`src/rtl/id_pkg.sv`:
```
// id_pkg: shared decode definitions for the instruction-decode stage.
//   - RV32 base opcodes handled by the stage
//   - ALUOp class encodings
//   - immediate-format enumeration and decoded-control bundle
//   - decode_op(): opcode -> control bundle
//   - imm32():     immediate fields -> 32-bit immediate (before XLEN extension)
package id_pkg;

    localparam logic [6:0] OP_RTYPE  = 7'b0110011;
    localparam logic [6:0] OP_ITYPE  = 7'b0010011;
    localparam logic [6:0] OP_LOAD   = 7'b0000011;
    localparam logic [6:0] OP_STORE  = 7'b0100011;
    localparam logic [6:0] OP_BRANCH = 7'b1100011;

    localparam logic [1:0] ALUOP_ADD    = 2'b00;
    localparam logic [1:0] ALUOP_BRANCH = 2'b01;
    localparam logic [1:0] ALUOP_FUNCT  = 2'b10;

    typedef enum logic [1:0] {
        IMM_NONE = 2'd0,
        IMM_I    = 2'd1,
        IMM_S    = 2'd2,
        IMM_B    = 2'd3
    } imm_type_e;

    typedef struct packed {
        logic       reg_write;
        logic       alu_src;
        logic       mem_write;
        logic       mem_read;
        logic       result_src;
        logic       branch;
        logic [1:0] alu_op;
        imm_type_e  imm_type;
        logic       illegal;
    } ctrl_t;

    function automatic ctrl_t decode_op(input logic [6:0] opcode);
        ctrl_t c;
        c          = '0;
        c.imm_type = IMM_NONE;
        case (opcode)
            OP_RTYPE: begin
                c.reg_write = 1'b1;
                c.alu_op    = ALUOP_FUNCT;
            end
            OP_ITYPE: begin
                c.reg_write = 1'b1;
                c.alu_src   = 1'b1;
                c.alu_op    = ALUOP_FUNCT;
                c.imm_type  = IMM_I;
            end
            OP_LOAD: begin
                c.reg_write  = 1'b1;
                c.alu_src    = 1'b1;
                c.mem_read   = 1'b1;
                c.result_src = 1'b1;
                c.alu_op     = ALUOP_ADD;
                c.imm_type   = IMM_I;
            end
            OP_STORE: begin
                c.alu_src   = 1'b1;
                c.mem_write = 1'b1;
                c.alu_op    = ALUOP_ADD;
                c.imm_type  = IMM_S;
            end
            OP_BRANCH: begin
                c.branch   = 1'b1;
                c.alu_op   = ALUOP_BRANCH;
                c.imm_type = IMM_B;
            end
            default: c.illegal = 1'b1;
        endcase
        return c;
    endfunction

    // hi = instruction[31:20], lo = instruction[11:7]
    function automatic logic [31:0] imm32(input logic [11:0] hi,
                                          input logic [4:0]  lo,
                                          input imm_type_e   t);
        logic [31:0] v;
        case (t)
            IMM_I:   v = {{20{hi[11]}}, hi};
            IMM_S:   v = {{20{hi[11]}}, hi[11:5], lo};
            IMM_B:   v = {{19{hi[11]}}, hi[11], lo[0], hi[10:5], lo[4:1], 1'b0};
            default: v = 32'd0;
        endcase
        return v;
    endfunction

endpackage

```
`src/rtl/id_regfile.sv`:
```
// id_regfile: architectural register file for the decode stage.
//   clk, rst          clock, asynchronous active-high reset (clears all entries)
//   wr_en/wr_idx/wr_data  synchronous write port; x0 and indices >= NREG ignored
//   rd_idx_a/rd_data_a    asynchronous read port A (x0 and out-of-range read 0)
//   rd_idx_b/rd_data_b    asynchronous read port B (x0 and out-of-range read 0)
module id_regfile #(
    parameter int XLEN = 32,
    parameter int NREG = 32
) (
    input  logic            clk,
    input  logic            rst,
    input  logic            wr_en,
    input  logic [4:0]      wr_idx,
    input  logic [XLEN-1:0] wr_data,
    input  logic [4:0]      rd_idx_a,
    output logic [XLEN-1:0] rd_data_a,
    input  logic [4:0]      rd_idx_b,
    output logic [XLEN-1:0] rd_data_b
);

    localparam int         IW     = $clog2(NREG);
    localparam logic [5:0] NREG_L = 6'(NREG);

    logic [XLEN-1:0] regs [NREG];

    function automatic logic live(input logic [4:0] idx);
        return (idx != 5'd0) && ({1'b0, idx} < NREG_L);
    endfunction

    always_ff @(posedge clk or posedge rst) begin
        if (rst) begin
            for (int i = 0; i < NREG; i++) regs[i] <= '0;
        end else if (wr_en && live(wr_idx)) begin
            regs[wr_idx[IW-1:0]] <= wr_data;
        end
    end

    always_comb begin
        rd_data_a = '0;
        rd_data_b = '0;
        if (live(rd_idx_a)) rd_data_a = regs[rd_idx_a[IW-1:0]];
        if (live(rd_idx_b)) rd_data_b = regs[rd_idx_b[IW-1:0]];
    end

endmodule

```
`src/rtl/id_stage_pipe.sv`:
```
// id_stage_pipe: RV32I/RV32E instruction-decode stage with a one-entry
// valid/ready output register.
//   clk, rst                 clock, asynchronous active-high reset
//   in_valid/in_ready        upstream handshake (in_ready = !out_valid || out_ready)
//   instruction, pc          raw instruction and its address
//   flush                    drops the held bundle and any same-cycle input
//   wb_en/wb_rd/wb_data      register write-back port
//   out_valid/out_ready      downstream handshake
//   RegWrite..Branch, ALUOp  decoded controls
//   dataA, dataB, imm_ext    operands and sign-extended immediate
//   rd, rs1, rs2, pc_out     register indices and pc of the bundle
//   illegal                  unknown opcode or register index >= NREG
// Build option: define ID_WB_BYPASS_EN to let an operand read of a register
// being written in the same cycle capture wb_data (write-first). Without it
// the old register contents are captured.
module id_stage_pipe
    import id_pkg::*;
#(
    parameter int XLEN = 32,
    parameter int NREG = 32
) (
    input  logic            clk,
    input  logic            rst,
    input  logic            in_valid,
    output logic            in_ready,
    input  logic [31:0]     instruction,
    input  logic [XLEN-1:0] pc,
    input  logic            flush,
    input  logic            wb_en,
    input  logic [4:0]      wb_rd,
    input  logic [XLEN-1:0] wb_data,
    output logic            out_valid,
    input  logic            out_ready,
    output logic            RegWrite,
    output logic            ALUSrc,
    output logic            MemWrite,
    output logic            MemRead,
    output logic            ResultSrc,
    output logic            Branch,
    output logic [1:0]      ALUOp,
    output logic [XLEN-1:0] dataA,
    output logic [XLEN-1:0] dataB,
    output logic [XLEN-1:0] imm_ext,
    output logic [4:0]      rd,
    output logic [4:0]      rs1,
    output logic [4:0]      rs2,
    output logic [XLEN-1:0] pc_out,
    output logic            illegal
);

    localparam logic [5:0] NREG_L = 6'(NREG);

    function automatic logic in_range(input logic [4:0] idx);
        return {1'b0, idx} < NREG_L;
    endfunction

    logic [4:0]        f_rd, f_rs1, f_rs2;
    ctrl_t             dec;
    logic              bad;
    logic signed [31:0] imm_s;
    logic [XLEN-1:0]   imm_x, rf_a, rf_b, op_a, op_b;
    logic              hit_q_a, hit_q_b;
    logic              unused_funct3;

    assign f_rd  = instruction[11:7];
    assign f_rs1 = instruction[19:15];
    assign f_rs2 = instruction[24:20];
    assign unused_funct3 = ^instruction[14:12];

    assign dec = decode_op(instruction[6:0]);
    // Out-of-range indices only occur for NREG=16; the raw fields are checked.
    assign bad = dec.illegal || !in_range(f_rd) || !in_range(f_rs1) || !in_range(f_rs2);

    assign imm_s = signed'(imm32(instruction[31:20], instruction[11:7],
                                 bad ? IMM_NONE : dec.imm_type));
    assign imm_x = XLEN'(imm_s);

    id_regfile #(.XLEN(XLEN), .NREG(NREG)) u_regfile (
        .clk      (clk),
        .rst      (rst),
        .wr_en    (wb_en),
        .wr_idx   (wb_rd),
        .wr_data  (wb_data),
        .rd_idx_a (f_rs1),
        .rd_data_a(rf_a),
        .rd_idx_b (f_rs2),
        .rd_data_b(rf_b)
    );

`ifdef ID_WB_BYPASS_EN
    logic hit_in_a, hit_in_b;
    assign hit_in_a = wb_en && (wb_rd == f_rs1) && (f_rs1 != 5'd0) && in_range(f_rs1);
    assign hit_in_b = wb_en && (wb_rd == f_rs2) && (f_rs2 != 5'd0) && in_range(f_rs2);
    assign op_a = hit_in_a ? wb_data : rf_a;
    assign op_b = hit_in_b ? wb_data : rf_b;
`else
    assign op_a = rf_a;
    assign op_b = rf_b;
`endif

    // A held bundle must not go stale while stalled: track writes to its sources.
    assign hit_q_a = wb_en && (wb_rd == rs1) && (rs1 != 5'd0) && in_range(rs1);
    assign hit_q_b = wb_en && (wb_rd == rs2) && (rs2 != 5'd0) && in_range(rs2);

    assign in_ready = !out_valid || out_ready;

    always_ff @(posedge clk or posedge rst) begin
        if (rst) begin
            out_valid <= 1'b0;
            RegWrite  <= 1'b0;
            ALUSrc    <= 1'b0;
            MemWrite  <= 1'b0;
            MemRead   <= 1'b0;
            ResultSrc <= 1'b0;
            Branch    <= 1'b0;
            ALUOp     <= 2'b00;
            dataA     <= '0;
            dataB     <= '0;
            imm_ext   <= '0;
            rd        <= 5'd0;
            rs1       <= 5'd0;
            rs2       <= 5'd0;
            pc_out    <= '0;
            illegal   <= 1'b0;
        end else if (flush) begin
            out_valid <= 1'b0;
        end else if (in_valid && in_ready) begin
            out_valid <= 1'b1;
            RegWrite  <= dec.reg_write  && !bad;
            ALUSrc    <= dec.alu_src    && !bad;
            MemWrite  <= dec.mem_write  && !bad;
            MemRead   <= dec.mem_read   && !bad;
            ResultSrc <= dec.result_src && !bad;
            Branch    <= dec.branch     && !bad;
            ALUOp     <= bad ? 2'b00 : dec.alu_op;
            dataA     <= op_a;
            dataB     <= op_b;
            imm_ext   <= imm_x;
            rd        <= f_rd;
            rs1       <= f_rs1;
            rs2       <= f_rs2;
            pc_out    <= pc;
            illegal   <= bad;
        end else if (out_valid && out_ready) begin
            out_valid <= 1'b0;
        end else if (out_valid) begin
            if (hit_q_a) dataA <= wb_data;
            if (hit_q_b) dataB <= wb_data;
        end
    end

endmodule
```
`config.mk`:
```
export PLATFORM = sky130hd
export DESIGN_NAME = id_stage_pipe
export DESIGN_NICKNAME = d
export VERILOG_FILES = /design/src/rtl/id_pkg.sv /design/src/rtl/id_regfile.sv /design/src/rtl/id_stage_pipe.sv
export SDC_FILE = /design/constraint.sdc
export NUM_CORES = 2
export LEC_CHECK = 0
export BUFFER_PORTS_ARGS = -buffer_cell sky130_fd_sc_hd__buf_2
export CORE_ASPECT_RATIO = 0.8
export CORE_MARGIN = 5
export CORE_UTILIZATION = 57
export CTS_CLUSTER_DIAMETER = 60
export CTS_CLUSTER_SIZE = 10
export DETAILED_ROUTE_END_ITERATION = 16
export PLACE_DENSITY = 0.78
export SLEW_MARGIN = 20
export SYNTH_ARGS = -nofsm -noshare
export SYNTH_HDL_FRONTEND = slang
export SYNTH_HIERARCHICAL = 1
export SYNTH_SLANG_ARGS = --single-unit
```
`constraint.sdc`:
```
create_clock -name clk -period 27.6 [get_ports clk]
set_clock_uncertainty 0.05 [all_clocks]
set_input_delay 1.38 -clock clk [delete_from_list [all_inputs] [get_ports clk]]
set_output_delay 1.38 -clock clk [all_outputs]
set_load 0.03 [all_outputs]
```
# == Word level (Yosys, flattened, before mapping) ==
# Index checks and enable logic that the tools add are counted.
# op_classes
addsub,0
multipliers,0
div_mod_pow,0
order_cmp,4
eq_ne,11
n_shift,0
muxes,33
bitwise,4
reduce_logical,33
# ops
op,n
1024-bit bitwise mux,1
32-bit two-way mux,15
32-bit binary-select mux with 5-bit select,2
32-bit demux with 5-bit select,1
32-bit one-hot mux with 3 select lines,1
5-bit nonzero test,5
"6-bit greater-or-equal comparator, second input constant",3
5-bit inverter with 6-bit output,3
"7-bit by 6-bit equality test with 1-bit output, second input constant",2
1-bit logical AND,14
5-bit equality test,2
1-bit two-way mux,8
4-bit AND reduction,2
"7-bit by 2-bit equality test with 1-bit output, second input constant",1
"7-bit by 5-bit equality test with 1-bit output, second input constant",1
"7-bit equality test, second input constant",1
"6-bit by 1-bit < comparator with 1-bit output, second input constant",1
2-bit two-way mux,3
2-bit one-hot mux with 3 select lines,1
2-bit nonzero test,3
3-bit OR reduction,2
5-bit OR reduction,1
"2-bit equality test, second input constant",2
2-bit one-hot mux with 2 select lines,1
8 further kinds,9
# totals
reg_bits,1177
latch_bits,0
mem_bits_rw,0
mem_bits_ro,0
output_inout_bits,154
n_memories,0

# == Depth between registers and ports, before layout ==
# depth
depth_word,7
mapped_depth,13
mapped_depth_nobuf,8

# == Cells and area by module ==
# Netlist, hierarchy kept.
# modules_own_cells
mod,n_inst,cells_each,area_each_um2,seq_area_each_um2
id_regfile,1,3705,54558.6,25624.6
id_stage_pipe,1,723,6998.0,3303.2

# == Worst setup path before layout ==
# Ideal clock, no wire load.
# synth_timing
path_kind,input to register
from,input instruction[17]
to,register dataA[6]
arrival_ns,3.387
required_ns,27.413
path_slack_ns,24.026
path_stages,10
path_buffers,3
path_cell_list,buf_2 -> buf_2 -> clkbuf_1 -> mux4_2 -> a22o_1 -> a2111oi_0 -> nor3_1 -> nor4_1 -> o21bai_1 -> a221oi_1
# synth_via
elab_chain_len,6
word_cells_on_any_way,7
cone_classes,5 x mux; 1 x bitwise; 1 x reduce/logical
# synth_rtl
element,line_no,source
start: declaration,id_stage_pipe.sv:26,"input logic [31:0] instruction,"
5-bit inverter with 6-bit output (not written as such),id_regfile.sv:41,if (live(rd_idx_a)) rd_data_a = regs[rd_idx_a[IW-1:0]];
32-bit binary-select mux with 5-bit select,id_regfile.sv:41,
32-bit two-way mux (not written as such) (2 in series),id_regfile.sv:41,
32-bit two-way mux *,id_regfile.sv:41,
via op_a[6],id_stage_pipe.sv:61,"logic [XLEN-1:0] imm_x, rf_a, rf_b, op_a, op_b;"
32-bit two-way mux *,id_stage_pipe.sv:127,end else if (in_valid && in_ready) begin
end signal: assignment,id_stage_pipe.sv:136,dataA <= op_a;
end signal: assignment,id_stage_pipe.sv:147,if (hit_q_a) dataA <= wb_data;
end: declaration,id_stage_pipe.sv:41,"output logic [XLEN-1:0] dataA,"
# The timed path passes the listed nets; every way through them passes the cells marked *. The select of a mux whose other input is x is not followed.
# A chain may end at the register's enable or synchronous reset.

# == Final worst setup path ==
# layout_timing
from,input instruction[16]
to,register dataA[10]
# Same word-level chain as after synthesis.

==> run summary <==
run status: finished, final reports clean
Cell variety after synth: 56
CP required: 28.16 ns
post-synthesis sequential area ratio: 47.0%
antenna violations before repair: 6
asr flop ratio synth: 100%
Place WS: 21.22 ns
critical path launch point: instruction[16]
unrepaired setup endpoints after global routing: false
worst setup path class: input port to register
Synth Flop Type: dfrtp_1
drt initial violations: 5,430
Resized Gates After CTS: 0
max_cap viols: 0
max_slew headroom: 22.7%
most frequent cells in the layout: dfrtp_1 (1,156), mux2_2 (1,066), mux4_2 (373), buf_2 (251), mux2i_1 (250)
worst-margin pin slew: 1.15 ns
number of remaining DRC errors: 0
Crit Path Max Fanout: 33
synthesized area: 61,600 um2
# hold bufs at CTS: 0
DP HPWL: 107,000 um
Final WS setup: 22.01 ns
worst hold path type: register to register
first-pass GRT wire length: 289,000 um
gr ovfl total: 0
GPL Wtd Cong: 0.900
die area: 115,000 um2
Clock power frac: 32.1%
All-Layer GR Usage: 33.8%
fraction of layout cells with a size suffix above 1: 46.8%
CTS clk-pin slew, worst paths: 0.05 ns
vias per inst: 7.31
Starting Density: 57.6%
depth of the CTS H-tree: 4
hold violation total from the final report: 0
clk_lat worst skew: 0.76 ns
Seq cells post-synth: 1,156
vias in the first global route: 42,900
syn_area_per_cell: 13.9 um2
xor/xnor share of the synthesized area: 0.114%
power per cell area: 72.1 nW/um2
Reg power frac: 46.7%
Setup TNS Final: 0 ns
Clock Tree Root: clkbuf_16
RR Startpoint: out_valid
Final nets: 4,520
TritonCTS buffer count: 133
complex-gate fraction of the synthesized area: 7.27%
total power: 4.82 mW
yosys warns: 6
hold path start: u_regfile/regs[998]
Clock Sinks: 1,156
f_max: 0.179 GHz
clock buffer depth: 3
total number of vias: 42,800
largest net degree at the start of global routing: 181
# IOs: 261
post-layout min period: 5.59 ns
drt pass-1 iters: 8
Final Max Tran Viols: 0
CP Launch Type: input port
post-route ant nets: 0
mux contribution to synthesized area: 37.2%
Row Count: 107
Die H: 304 um
core area: 107,000 um2
I/O Buffers: 257
Area growth, synth to finish: 8.54%
Int Power: 3.43 mW
routed len/inst: 33.5 um
CTS tree: done
most common cell after layout, fill and taps aside: dfrtp_1
Leak: 29.5 nW
total wire length: 196,000 um
EDFF count, synth: 0
Net Switching: 1.38 mW
adder and majority gate portion of the synthesized area: 0%
simple logic cell fraction of the synthesized area: 3.93%
Worst setup EP type: register
number of setup buffers added after CTS: 0
largest family of logic cells by synthesized area: multiplexers
Post-Synthesis Cells: 4,428
final period utilization: 20.2%
Gate power share: 21.2%
Die Span X: 377 um
Max IR drop VDD: 67.9 uV
Syn Nets: 4,535
Final setup viols: 0
Critical Path AT: 6.14 ns
sw frac: 28.7%
filler instances: 7,804
area by class of cell:
cell class                      count  area [um2]  share of cell area [%]
Clock inverter                     13         150                   0.225
Tap cell                         1417        1770                    2.65
Multi-Input combinational cell   2696       30100                    45.1
Clock buffer                      135        3380                    5.06
Sequential cell                  1156       28900                    43.3
Timing Repair Buffer              354        2150                    3.21
Antenna cell                        6        15.0                  0.0225
Inverter                           72         279                   0.418
worst max-delay path: stages:
cell and delay (ns):
buf_4 0.40, buf_4 0.69, buf_4 0.69, nor2_1 0.17, nand2_2 0.22, buf_4 0.69, o22ai_1 0.21, a2111oi_0 0.67
nor3_1 0.12, nor4_1 0.56, o21bai_1 0.21, a221oi_2 0.05
synthesized netlist by cell type, types with 70 or more instances:
cell type,count,share of area [%]
dfrtp_1,1156,47
mux2_2,1066,20
mux4_2,373,14
clkbuf_1,268,1.6
mux2i_1,250,4.1
nand2_1,181,1.1
a22o_1,96,1.4
nor4_1,96,0.98
buf_2,87,0.71
o22ai_1,78,0.79
inv_1,70,0.43
nor2b_1,70,0.71
per-layer routing:
layer / GRT usage [%] / vias up / part of all wire (%)
li1: - / 16800 / -
met1: 46.5 / 22400 / 38
met2: 48.8 / 2761 / 44
met3: 9.54 / 725 / 11
met4: 19.0 / 4 / 6.5
met5: 0 / - / 0.017
worst paths after layout:
path                                            end  slack (ns)  cells past startpoint
worst max-delay path                      dataA[10]       22.01                     12
worst min-delay path            u_regfile/regs[998]        0.35                      0
worst max register to register            dataB[21]       24.00                      6
worst min register to register  u_regfile/regs[998]        0.35                      0
max in group asynchronous       u_regfile/regs[217]       24.35                      4
min in group asynchronous                 dataA[14]        0.77                      2
flip-flops by register name (all words and copies together), names as in the netlist, 5 cells and up:
signal	count
rs2	5
rs1	5
rd	5
dataA	32
u_regfile/regs	1024
imm_ext	13
pc_out	32
dataB	32
power groups by stage:
| stage | sequential, mW | clock [mW] | combinational [mW] |
|---|---|---|---|
| after floorplan | 2.23 | 0 | 0.758 |
| after detailed placement | 2.26 | 0 | 1.01 |
| after global routing | 2.28 | 1.63 | 1.08 |
| after CTS | 2.24 | 1.56 | 1.01 |
| after global placement | 2.24 | 0 | 0.973 |
| final | 2.25 | 1.55 | 1.02 |
per-stage QoR:
step | util [%] | area (um2) | cells | hold slack [ns]
2_1_floorplan | - | 61600 | 4428 | 0.391
3_3_place_gp | 59.2 | 63300 | 5695 | 0.334
3_5_place_dp | 59.2 | 63300 | 5695 | 0.336
4_1_cts | 62.5 | 66800 | 5843 | 0.348
5_1_grt | 62.5 | 66800 | 5845 | 0.358
6_report | 62.5 | 66800 | 5849 | 0.347
cells by family after synthesis:
kind of cell / Yosys count
flip-flops: 1156
AND/OR/NAND/NOR: 488
XOR/XNOR: 8
AO/OA/AOI/OAI: 511
buffers and inverters: 576
multiplexers: 1689
No activity file was read; power rests on OpenSTA's default activity.
